==> config.mk <==
export PLATFORM = sky130hd
export DESIGN_NAME = uart_rx_fabric_flat
export DESIGN_NICKNAME = d
export VERILOG_FILES = /design/src/rtl/uart_pkg.sv /design/src/rtl/uart_rx_fabric_if.sv /design/src/rtl/uart_baud_tick.sv /design/src/rtl/uart_rx_fabric.sv /design/src/flat_wrapper.sv
export SDC_FILE = /design/constraint.sdc
export NUM_CORES = 1
export LEC_CHECK = 0
export CORE_MARGIN = 4
export CORE_UTILIZATION = 35
export CTS_CLUSTER_SIZE = 24
export DETAILED_ROUTE_END_ITERATION = 8
export GPL_TIMING_DRIVEN = 1
export PLACE_DENSITY = 0.51
export SYNTH_ARGS = -nofsm -noshare
export SYNTH_HDL_FRONTEND = slang
export SYNTH_HIERARCHICAL = 1
export SYNTH_SLANG_ARGS = --single-unit
==> constraint.sdc <==
create_clock -name SYSCLK -period 2.4 [get_ports SYSCLK]
set_clock_uncertainty 0.15 [all_clocks]
set_input_delay 0.6 -clock SYSCLK [delete_from_list [all_inputs] [get_ports SYSCLK]]
set_output_delay 0.6 -clock SYSCLK [all_outputs]
set_load 0.05 [all_outputs]
==> src/rtl/uart_pkg.sv <==
// Shared constants and FSM encoding for the fabric UART receiver.
package uart_pkg;

    localparam int OVERSAMPLE = 16;
    localparam int MID_TICK   = 7;
    localparam int DATA_BITS  = 8;

    typedef enum logic [2:0] {
        ST_IDLE,
        ST_START,
        ST_DATA,
        ST_PARITY,
        ST_STOP,
        ST_BREAK_WAIT
    } rx_state_e;

endpackage

==> src/rtl/uart_rx_fabric_if.sv <==
// Byte stream from the UART receiver to the CRC datapath (valid/ready).
interface uart_rx_fabric_if;

    logic [7:0] RX_DATA;
    logic       RX_VALID;
    logic       RX_READY;

    modport master (output RX_DATA, output RX_VALID, input RX_READY);
    modport slave  (input RX_DATA, input RX_VALID, output RX_READY);

endinterface

==> src/rtl/uart_baud_tick.sv <==
// Oversample tick divider: one tick every BAUD_DIV cycles, restartable so the
// sample phase is locked to the detected start edge.
module uart_baud_tick #(
    parameter int BAUD_DIV = 5,
    parameter int DIV_W    = 16
) (
    input  logic clk_i,
    input  logic rst_i,
    input  logic restart_i,
    output logic tick_o
);

    logic [DIV_W-1:0] cnt_q;

    assign tick_o = (cnt_q == DIV_W'(BAUD_DIV - 1));

    always_ff @(posedge clk_i) begin
        if (rst_i || restart_i || tick_o)
            cnt_q <= '0;
        else
            cnt_q <= cnt_q + 1'b1;
    end

endmodule

==> src/rtl/uart_rx_fabric.sv <==
// 8N1 (optional parity) UART receiver with 16x oversampling, start-glitch
// rejection and frame/parity/overrun error pulses.
module uart_rx_fabric
    import uart_pkg::*;
#(
    parameter int BAUD_DIV   = 5,
    parameter int DIV_W      = 16,
    parameter int PARITY_EN  = 0,
    parameter int PARITY_ODD = 0
) (
    input  logic              SYSCLK,
    input  logic              SYSRESET,
    input  logic              RXD,
    uart_rx_fabric_if.master  rx_if,
    output logic              FRAME_ERR,
    output logic              PARITY_ERR,
    output logic              OVERRUN_ERR,
    output logic              BUSY
);

    localparam logic ODD = (PARITY_ODD != 0);

    rx_state_e  state_q, state_d;
    logic       rxd_s1_q, rxd_s2_q;
    logic       tick, restart, mid_bit;
    logic [3:0] tcnt_q, tcnt_d;
    logic [2:0] bcnt_q, bcnt_d;
    logic [7:0] shift_q, shift_d;
    logic       perr_flag_q, perr_flag_d;
    logic       cmpl_q, cmpl_d;
    logic       ferr_q, ferr_d;
    logic       perr_pls_q, perr_pls_d;
    logic       ovr_q;
    logic [7:0] data_q;
    logic       valid_q;

    uart_baud_tick #(.BAUD_DIV(BAUD_DIV), .DIV_W(DIV_W)) u_tick (
        .clk_i     (SYSCLK),
        .rst_i     (SYSRESET),
        .restart_i (restart),
        .tick_o    (tick)
    );

    // Synchroniser resets to the idle line level so reset never looks like a start edge.
    always_ff @(posedge SYSCLK) begin
        if (SYSRESET) begin
            rxd_s1_q <= 1'b1;
            rxd_s2_q <= 1'b1;
        end else begin
            rxd_s1_q <= RXD;
            rxd_s2_q <= rxd_s1_q;
        end
    end

    assign mid_bit = tick && (tcnt_q == 4'(OVERSAMPLE - 1));

    always_comb begin
        state_d     = state_q;
        tcnt_d      = tcnt_q;
        bcnt_d      = bcnt_q;
        shift_d     = shift_q;
        perr_flag_d = perr_flag_q;
        cmpl_d      = 1'b0;
        ferr_d      = 1'b0;
        perr_pls_d  = 1'b0;
        restart     = 1'b0;
        unique case (state_q)
            ST_IDLE: begin
                if (!rxd_s2_q) begin
                    state_d     = ST_START;
                    tcnt_d      = '0;
                    perr_flag_d = 1'b0;
                    restart     = 1'b1;
                end
            end
            ST_START: begin
                if (tick) begin
                    if (tcnt_q == 4'(MID_TICK)) begin
                        tcnt_d  = '0;
                        bcnt_d  = '0;
                        state_d = rxd_s2_q ? ST_IDLE : ST_DATA;
                    end else begin
                        tcnt_d = tcnt_q + 4'd1;
                    end
                end
            end
            ST_DATA, ST_PARITY, ST_STOP: begin
                // 4-bit counter wraps 15 -> 0, landing each sample one bit later.
                if (tick)
                    tcnt_d = tcnt_q + 4'd1;
                if (mid_bit) begin
                    if (state_q == ST_DATA) begin
                        shift_d = {rxd_s2_q, shift_q[7:1]};
                        bcnt_d  = bcnt_q + 3'd1;
                        if (bcnt_q == 3'(DATA_BITS - 1))
                            state_d = (PARITY_EN != 0) ? ST_PARITY : ST_STOP;
                    end else if (state_q == ST_PARITY) begin
                        perr_flag_d = ((^shift_q) ^ rxd_s2_q) != ODD;
                        state_d     = ST_STOP;
                    end else if (!rxd_s2_q) begin
                        ferr_d  = 1'b1;
                        state_d = ST_BREAK_WAIT;
                    end else begin
                        perr_pls_d = perr_flag_q;
                        cmpl_d     = !perr_flag_q;
                        state_d    = ST_IDLE;
                    end
                end
            end
            ST_BREAK_WAIT: begin
                if (rxd_s2_q)
                    state_d = ST_IDLE;
            end
            default: state_d = ST_IDLE;
        endcase
    end

    always_ff @(posedge SYSCLK) begin
        if (SYSRESET) begin
            state_q     <= ST_IDLE;
            tcnt_q      <= '0;
            bcnt_q      <= '0;
            shift_q     <= '0;
            perr_flag_q <= 1'b0;
            cmpl_q      <= 1'b0;
            ferr_q      <= 1'b0;
            perr_pls_q  <= 1'b0;
        end else begin
            state_q     <= state_d;
            tcnt_q      <= tcnt_d;
            bcnt_q      <= bcnt_d;
            shift_q     <= shift_d;
            perr_flag_q <= perr_flag_d;
            cmpl_q      <= cmpl_d;
            ferr_q      <= ferr_d;
            perr_pls_q  <= perr_pls_d;
        end
    end

    // Holding register: a completed byte loads only if the slot is free or being drained.
    always_ff @(posedge SYSCLK) begin
        if (SYSRESET) begin
            data_q  <= '0;
            valid_q <= 1'b0;
            ovr_q   <= 1'b0;
        end else begin
            ovr_q <= 1'b0;
            if (cmpl_q) begin
                if (!valid_q || rx_if.RX_READY) begin
                    data_q  <= shift_q;
                    valid_q <= 1'b1;
                end else begin
                    ovr_q <= 1'b1;
                end
            end else if (rx_if.RX_READY) begin
                valid_q <= 1'b0;
            end
        end
    end

    assign rx_if.RX_DATA  = data_q;
    assign rx_if.RX_VALID = valid_q;
    assign FRAME_ERR      = ferr_q;
    assign PARITY_ERR     = perr_pls_q;
    assign OVERRUN_ERR    = ovr_q;
    assign BUSY           = (state_q != ST_IDLE);

endmodule

==> src/flat_wrapper.sv <==
// flat-port wrapper written by rule: the top's interface ports become plain ports
module uart_rx_fabric_flat import uart_pkg::*;
#(
    parameter int BAUD_DIV   = 5,
    parameter int DIV_W      = 16,
    parameter int PARITY_EN  = 0,
    parameter int PARITY_ODD = 0
)
  (SYSCLK, SYSRESET, RXD, FRAME_ERR, PARITY_ERR, OVERRUN_ERR, BUSY, rx_if_RX_DATA, rx_if_RX_VALID, rx_if_RX_READY);
  uart_rx_fabric_if rx_if_i ();
  input  logic SYSCLK;
  input  logic SYSRESET;
  input  logic RXD;
  output logic FRAME_ERR;
  output logic PARITY_ERR;
  output logic OVERRUN_ERR;
  output logic BUSY;
  output wire logic [$bits(rx_if_i.RX_DATA)-1:0] rx_if_RX_DATA;
  output wire logic [$bits(rx_if_i.RX_VALID)-1:0] rx_if_RX_VALID;
  input wire logic [$bits(rx_if_i.RX_READY)-1:0] rx_if_RX_READY;
  assign rx_if_RX_DATA = rx_if_i.RX_DATA;
  assign rx_if_RX_VALID = rx_if_i.RX_VALID;
  assign rx_if_i.RX_READY = rx_if_RX_READY;
  uart_rx_fabric #(.BAUD_DIV(BAUD_DIV), .DIV_W(DIV_W), .PARITY_EN(PARITY_EN), .PARITY_ODD(PARITY_ODD)) u_core (.SYSCLK(SYSCLK), .SYSRESET(SYSRESET), .RXD(RXD), .rx_if(rx_if_i), .FRAME_ERR(FRAME_ERR), .PARITY_ERR(PARITY_ERR), .OVERRUN_ERR(OVERRUN_ERR), .BUSY(BUSY));
endmodule
==> report_table.html <==
<table>
<tr><th>Metric</th><th>Value</th></tr>
<tr><th colspan="2">STA</th></tr>
<tr><td>Final count of pins violating max slew</td><td>0</td></tr>
<tr><td>TNS Setup</td><td>0 ps</td></tr>
<tr><td>Min Tclk post-route</td><td>2210 ps</td></tr>
<tr><td>Unrepaired setup endpoints after global routing</td><td>no</td></tr>
<tr><td>Number of hold-slack violations in the final timing report</td><td>0</td></tr>
<tr><td>Hold slack</td><td>271 ps</td></tr>
<tr><td>Worst Tran Pin Value</td><td>593 ps</td></tr>
<tr><td>Relative max-transition margin</td><td>about three fifths</td></tr>
<tr><td>Final period utilization</td><td>92.1%</td></tr>
<tr><td>Final count of negative-setup-slack endpoints</td><td>0</td></tr>
<tr><td>Highest Clock Rate</td><td>around 450 MHz</td></tr>
<tr><th colspan="2">Drt</th></tr>
<tr><td>Number of remaining DRC errors</td><td>0</td></tr>
<tr><td>Remaining antenna violation count after routing</td><td>0</td></tr>
<tr><td>Via count</td><td>~1,700</td></tr>
<tr><td>Per-cell via count in the routed design</td><td>4.68</td></tr>
<tr><td>Starting DRC count in detailed routing</td><td>57</td></tr>
<tr><td>Post-Route WL</td><td>4.35 mm</td></tr>
<tr><td>Average wire per cell in the routed design</td><td>between 10 and 15 um</td></tr>
<tr><td>Number of detailed-route iterations in the first pass</td><td>4</td></tr>
<tr><th colspan="2">Final layout</th></tr>
<tr><td>Signed area change from the synthesized netlist to the final layout</td><td>15.2%</td></tr>
<tr><td>Number of fill cells</td><td>690</td></tr>
<tr><td>Share of post-route cells with drive strength above 1</td><td>14.9%</td></tr>
<tr><td>Post-layout nets</td><td>283</td></tr>
<tr><td>Count of non-filler cells in the finished layout</td><td>371</td></tr>
<tr><td>Footprint of the multi-input gates</td><td>1300 sq um</td></tr>
<tr><td>Register area</td><td>1000 sq um</td></tr>
<tr><td>Antenna Cells</td><td>0</td></tr>
<tr><td>Final cell area excluding filler cells</td><td>2810 sq um</td></tr>
<tr><th colspan="2">Synthesis</th></tr>
<tr><td>Dominant cell type by area after synthesis</td><td>sky130_fd_sc_hd__dfxtp_1</td></tr>
<tr><td>Synthesized instance count</td><td>about 250</td></tr>
<tr><td>Most common flop cell mapped by yosys</td><td>sky130_fd_sc_hd__dfxtp_1</td></tr>
<tr><td>Post-synthesis net count</td><td>roughly 260</td></tr>
<tr><td>Fraction of post-synthesis cell area in the top cell type by area</td><td>between 40% and 50%</td></tr>
<tr><td>EDFF count, synth</td><td>0</td></tr>
<tr><td>Number of distinct library cells after synthesis</td><td>52</td></tr>
<tr><td>Netlist Area Pre-Place</td><td>around 2400 sq um</td></tr>
<tr><td>Synth Register Bits</td><td>50</td></tr>
<tr><td>Synthesis warning total</td><td>6</td></tr>
<tr><td>Fraction of the yosys area taken by sequential cells</td><td>41.0%</td></tr>
<tr><td>Synth area leaders</td><td>sky130_fd_sc_hd__dfxtp_1, sky130_fd_sc_hd__mux2i_1, sky130_fd_sc_hd__nor2_1</td></tr>
<tr><td>Share of flip-flops with an asynchronous set or reset</td><td>0%</td></tr>
<tr><td>Mean Syn Cell Area</td><td>9.64 sq um</td></tr>
<tr><th colspan="2">Placement</th></tr>
<tr><td>Total of buffers placed on input and output ports</td><td>16</td></tr>
<tr><td>HPWL Detailed</td><td>~3.1 mm</td></tr>
<tr><td>Placed instance area</td><td>2720 sq um</td></tr>
<tr><td>Gp weighted congestion</td><td>0.747</td></tr>
<tr><td>Cell total after placement</td><td>approximately 360</td></tr>
<tr><th colspan="2">CTS</th></tr>
<tr><td>Number of buffers created by CTS</td><td>5</td></tr>
<tr><td>Root cell of the clock tree</td><td>sky130_fd_sc_hd__clkbuf_8</td></tr>
<tr><td>Clock tree from TritonCTS</td><td>done</td></tr>
<tr><td>Maximum buffer depth of the clock tree</td><td>2</td></tr>
<tr><td>Clk sinks</td><td>50</td></tr>
<tr><td>Worst skew pair latency</td><td>300 ps</td></tr>
<tr><td>Number of H-tree levels</td><td>2</td></tr>
<tr><td>Clock input transition at the sequential cells of the worst setup and hold paths</td><td>90 ps</td></tr>
<tr><th colspan="2">Worst setup path</th></tr>
<tr><td>Sum of buffers and inverters on the critical path</td><td>1</td></tr>
<tr><td>Crit path capture type</td><td>primary output</td></tr>
<tr><td>Required arrival time at the worst endpoint</td><td>roughly 1700 ps</td></tr>
<tr><td>Crit-path leading delay family</td><td>buffers and inverters</td></tr>
<tr><td>Worst-path fanout max</td><td>3</td></tr>
<tr><td>Signal arrival time at the worst endpoint</td><td>1460 ps</td></tr>
<tr><td>Delay of the slowest cell on the worst path</td><td>810 ps</td></tr>
<tr><td>Setup crit start kind</td><td>flop</td></tr>
<tr><td>Slowest-stage cell, CP</td><td>sky130_fd_sc_hd__clkdlybuf4s50_1</td></tr>
<tr><td>Critical path, cell by cell</td><td>clkdlybuf4s50_1</td></tr>
<tr><td>Worst Path Class, Setup</td><td>reg -&gt; out</td></tr>
<tr><th colspan="2">Global routing</th></tr>
<tr><td>Global-route wire length before repair</td><td>7.76 mm</td></tr>
<tr><td>Antenna violations before repair</td><td>0</td></tr>
<tr><td>Overall track demand over capacity in global routing</td><td>between 10% and 20%</td></tr>
<tr><td>Largest net degree at the start of global routing</td><td>34</td></tr>
<tr><td>Total global routing overflow</td><td>0</td></tr>
<tr><td>Vias in the first global route</td><td>roughly 1,600</td></tr>
<tr><th colspan="2">Job</th></tr>
<tr><td>Max-capacitance violation count</td><td>0</td></tr>
<tr><th colspan="2">Die</th></tr>
<tr><td>Chip width</td><td>91.5 um</td></tr>
<tr><td>Die height</td><td>roughly 91 um</td></tr>
<tr><td>Standard-cell row count</td><td>30</td></tr>
<tr><td>Core outline area</td><td>between 6000 and 7000 sq um</td></tr>
<tr><td>Number of top-level pins</td><td>17</td></tr>
<tr><td>Effective utilization at floorplan</td><td>35.9%</td></tr>
<tr><td>Area of the die</td><td>8370 sq um</td></tr>
<tr><th colspan="2">Worst hold path</th></tr>
<tr><td>Class of the tightest hold or removal check</td><td>reg -&gt; reg</td></tr>
<tr><th colspan="2">Pwr</th></tr>
<tr><td>IR drop worst, VDD</td><td>0.210 mV</td></tr>
<tr><td>Static leakage power</td><td>about 1.1 nW</td></tr>
<tr><td>Power per cell area</td><td>550 nW/um^2</td></tr>
<tr><th colspan="2">Run status</th></tr>
<tr><td>Status</td><td>complete, no violations</td></tr>
</table>
==> cell families (layout without fill, tap and decap cells) <==
logic type | after synthesis | count (layout) | share of synthesized area (%)
XOR/XNOR | 21 | 21 | 8.10
flip-flops | 50 | 50 | 41.0
AO/OA/AOI/OAI | 28 | 28 | 8.10
adder cells (fa/ha/maj) | 5 | 5 | 2.56
multiplexers | 18 | 18 | 7.38
AND/OR/NAND/NOR | 108 | 108 | 26.9
buffers and inverters | 23 | 45 | 5.90
==> power by group <==
group          switching [mW]  internal [mW]  leakage [nW]  total (mW)
clock                   0.280          0.205        0.0441       0.485
sequential             0.0279          0.843         0.404       0.871
combinational          0.0980         0.0912         0.626       0.189
==> cell usage in the layout, fill, tap and decap left out, types with 6 or more instances in the layout <==
master and n:
sky130_fd_sc_hd__dfxtp_1 50, sky130_fd_sc_hd__nor2_1 30, sky130_fd_sc_hd__mux2i_1 18, sky130_fd_sc_hd__clkdlybuf4s50_1 15, sky130_fd_sc_hd__xnor2_1 12, sky130_fd_sc_hd__inv_1 11
sky130_fd_sc_hd__nand4_1 9, sky130_fd_sc_hd__nand3_1 9, sky130_fd_sc_hd__o21ai_0 9, sky130_fd_sc_hd__buf_4 9, sky130_fd_sc_hd__xor2_1 8, sky130_fd_sc_hd__nor2_4 8
sky130_fd_sc_hd__nand2_1 7, sky130_fd_sc_hd__nor3_1 6
==> Yosys cell counts, types with 3 or more instances <==
master                     number
sky130_fd_sc_hd__xnor2_1       12
sky130_fd_sc_hd__nand2b_1       4
sky130_fd_sc_hd__a21oi_1        4
sky130_fd_sc_hd__nand3_1        9
sky130_fd_sc_hd__o21ai_0        9
sky130_fd_sc_hd__or3_1          5
sky130_fd_sc_hd__clkbuf_1       4
sky130_fd_sc_hd__xor2_1         8
sky130_fd_sc_hd__nor4b_1        3
sky130_fd_sc_hd__nor3_1         6
sky130_fd_sc_hd__ha_1           5
sky130_fd_sc_hd__mux2i_1       18
sky130_fd_sc_hd__dfxtp_1       50
sky130_fd_sc_hd__nor2_4         8
sky130_fd_sc_hd__nand2_1        7
sky130_fd_sc_hd__nor2_1        30
sky130_fd_sc_hd__inv_1         11
sky130_fd_sc_hd__nor4_1         4
sky130_fd_sc_hd__nand4_1        9
==> path summary, 6_finish.rpt <==
check	slack, ps	cells past startpoint	end	startpoint
setup / recovery	190	1	rx_if_RX_VALID	u_core/rx_if.RX_VALID
hold / removal	270	1	u_core/rxd_s2_q	u_core/rxd_s1_q
setup reg to reg	230	8	u_core/tcnt_q[2]	u_core/u_tick/cnt_q[1]
hold reg to reg	270	1	u_core/rxd_s2_q	u_core/rxd_s1_q
==> what timing repair did <==
item	in CTS	in global routing
setup endpoints to repair	0	9
buffers inserted	0	0
resized for setup	0	2
hold buffers	0	0
==> stage by stage <==
step	power, mW	util (%)	setup slack [ps]
after floorplan	1.03	-	209
after global placement	1.08	40.0	100
after detailed placement	1.08	40.0	104
after CTS	1.58	41.3	62.5
after global routing	1.63	41.4	35.2
final	1.54	41.4	190
==> per-layer routing <==
| metal | part of all wire [%] | vias up | wire length, um | GRT usage (%) |
|---|---|---|---|---|
| met4 | 2.0 | 0 | 85 | 4.65 |
| met1 | 54 | 786 | 2350 | 15.7 |
| met5 | 0 | - | 0 | 0 |
| li1 | - | 927 | - | - |
| met2 | 42 | 16 | 1810 | 16.4 |
| met3 | 2.5 | 8 | 110 | 2.65 |
==> flip-flops by register name (all words and copies together) (netlist names) <==
| name | flops |
|---|---|
| u_core/cmpl_q | 1 |
| u_core/PARITY_ERR | 1 |
| u_core/tcnt_q | 4 |
| u_core/OVERRUN_ERR | 1 |
| u_core/u_tick/cnt_q | 16 |
| u_core/shift_q | 8 |
| u_core/rxd_s1_q | 1 |
| u_core/rx_if.RX_DATA | 8 |
| u_core/rxd_s2_q | 1 |
| u_core/FRAME_ERR | 1 |
| u_core/bcnt_q | 3 |
| u_core/state_q | 3 |
| u_core/rx_if.RX_VALID | 1 |
| u_core/perr_flag_q | 1 |
==> area by class of cell <==
type                            count  share of cell area [%]
Clock inverter                      3                   0.757
Sequential cell                    50                    35.6
Clock buffer                        5                    2.45
Multi-Input combinational cell    180                    46.3
Timing Repair Buffer               26                    9.17
Inverter                           11                    1.47
Tap cell                           96                    4.27
(Power assumes the default switching activity.)
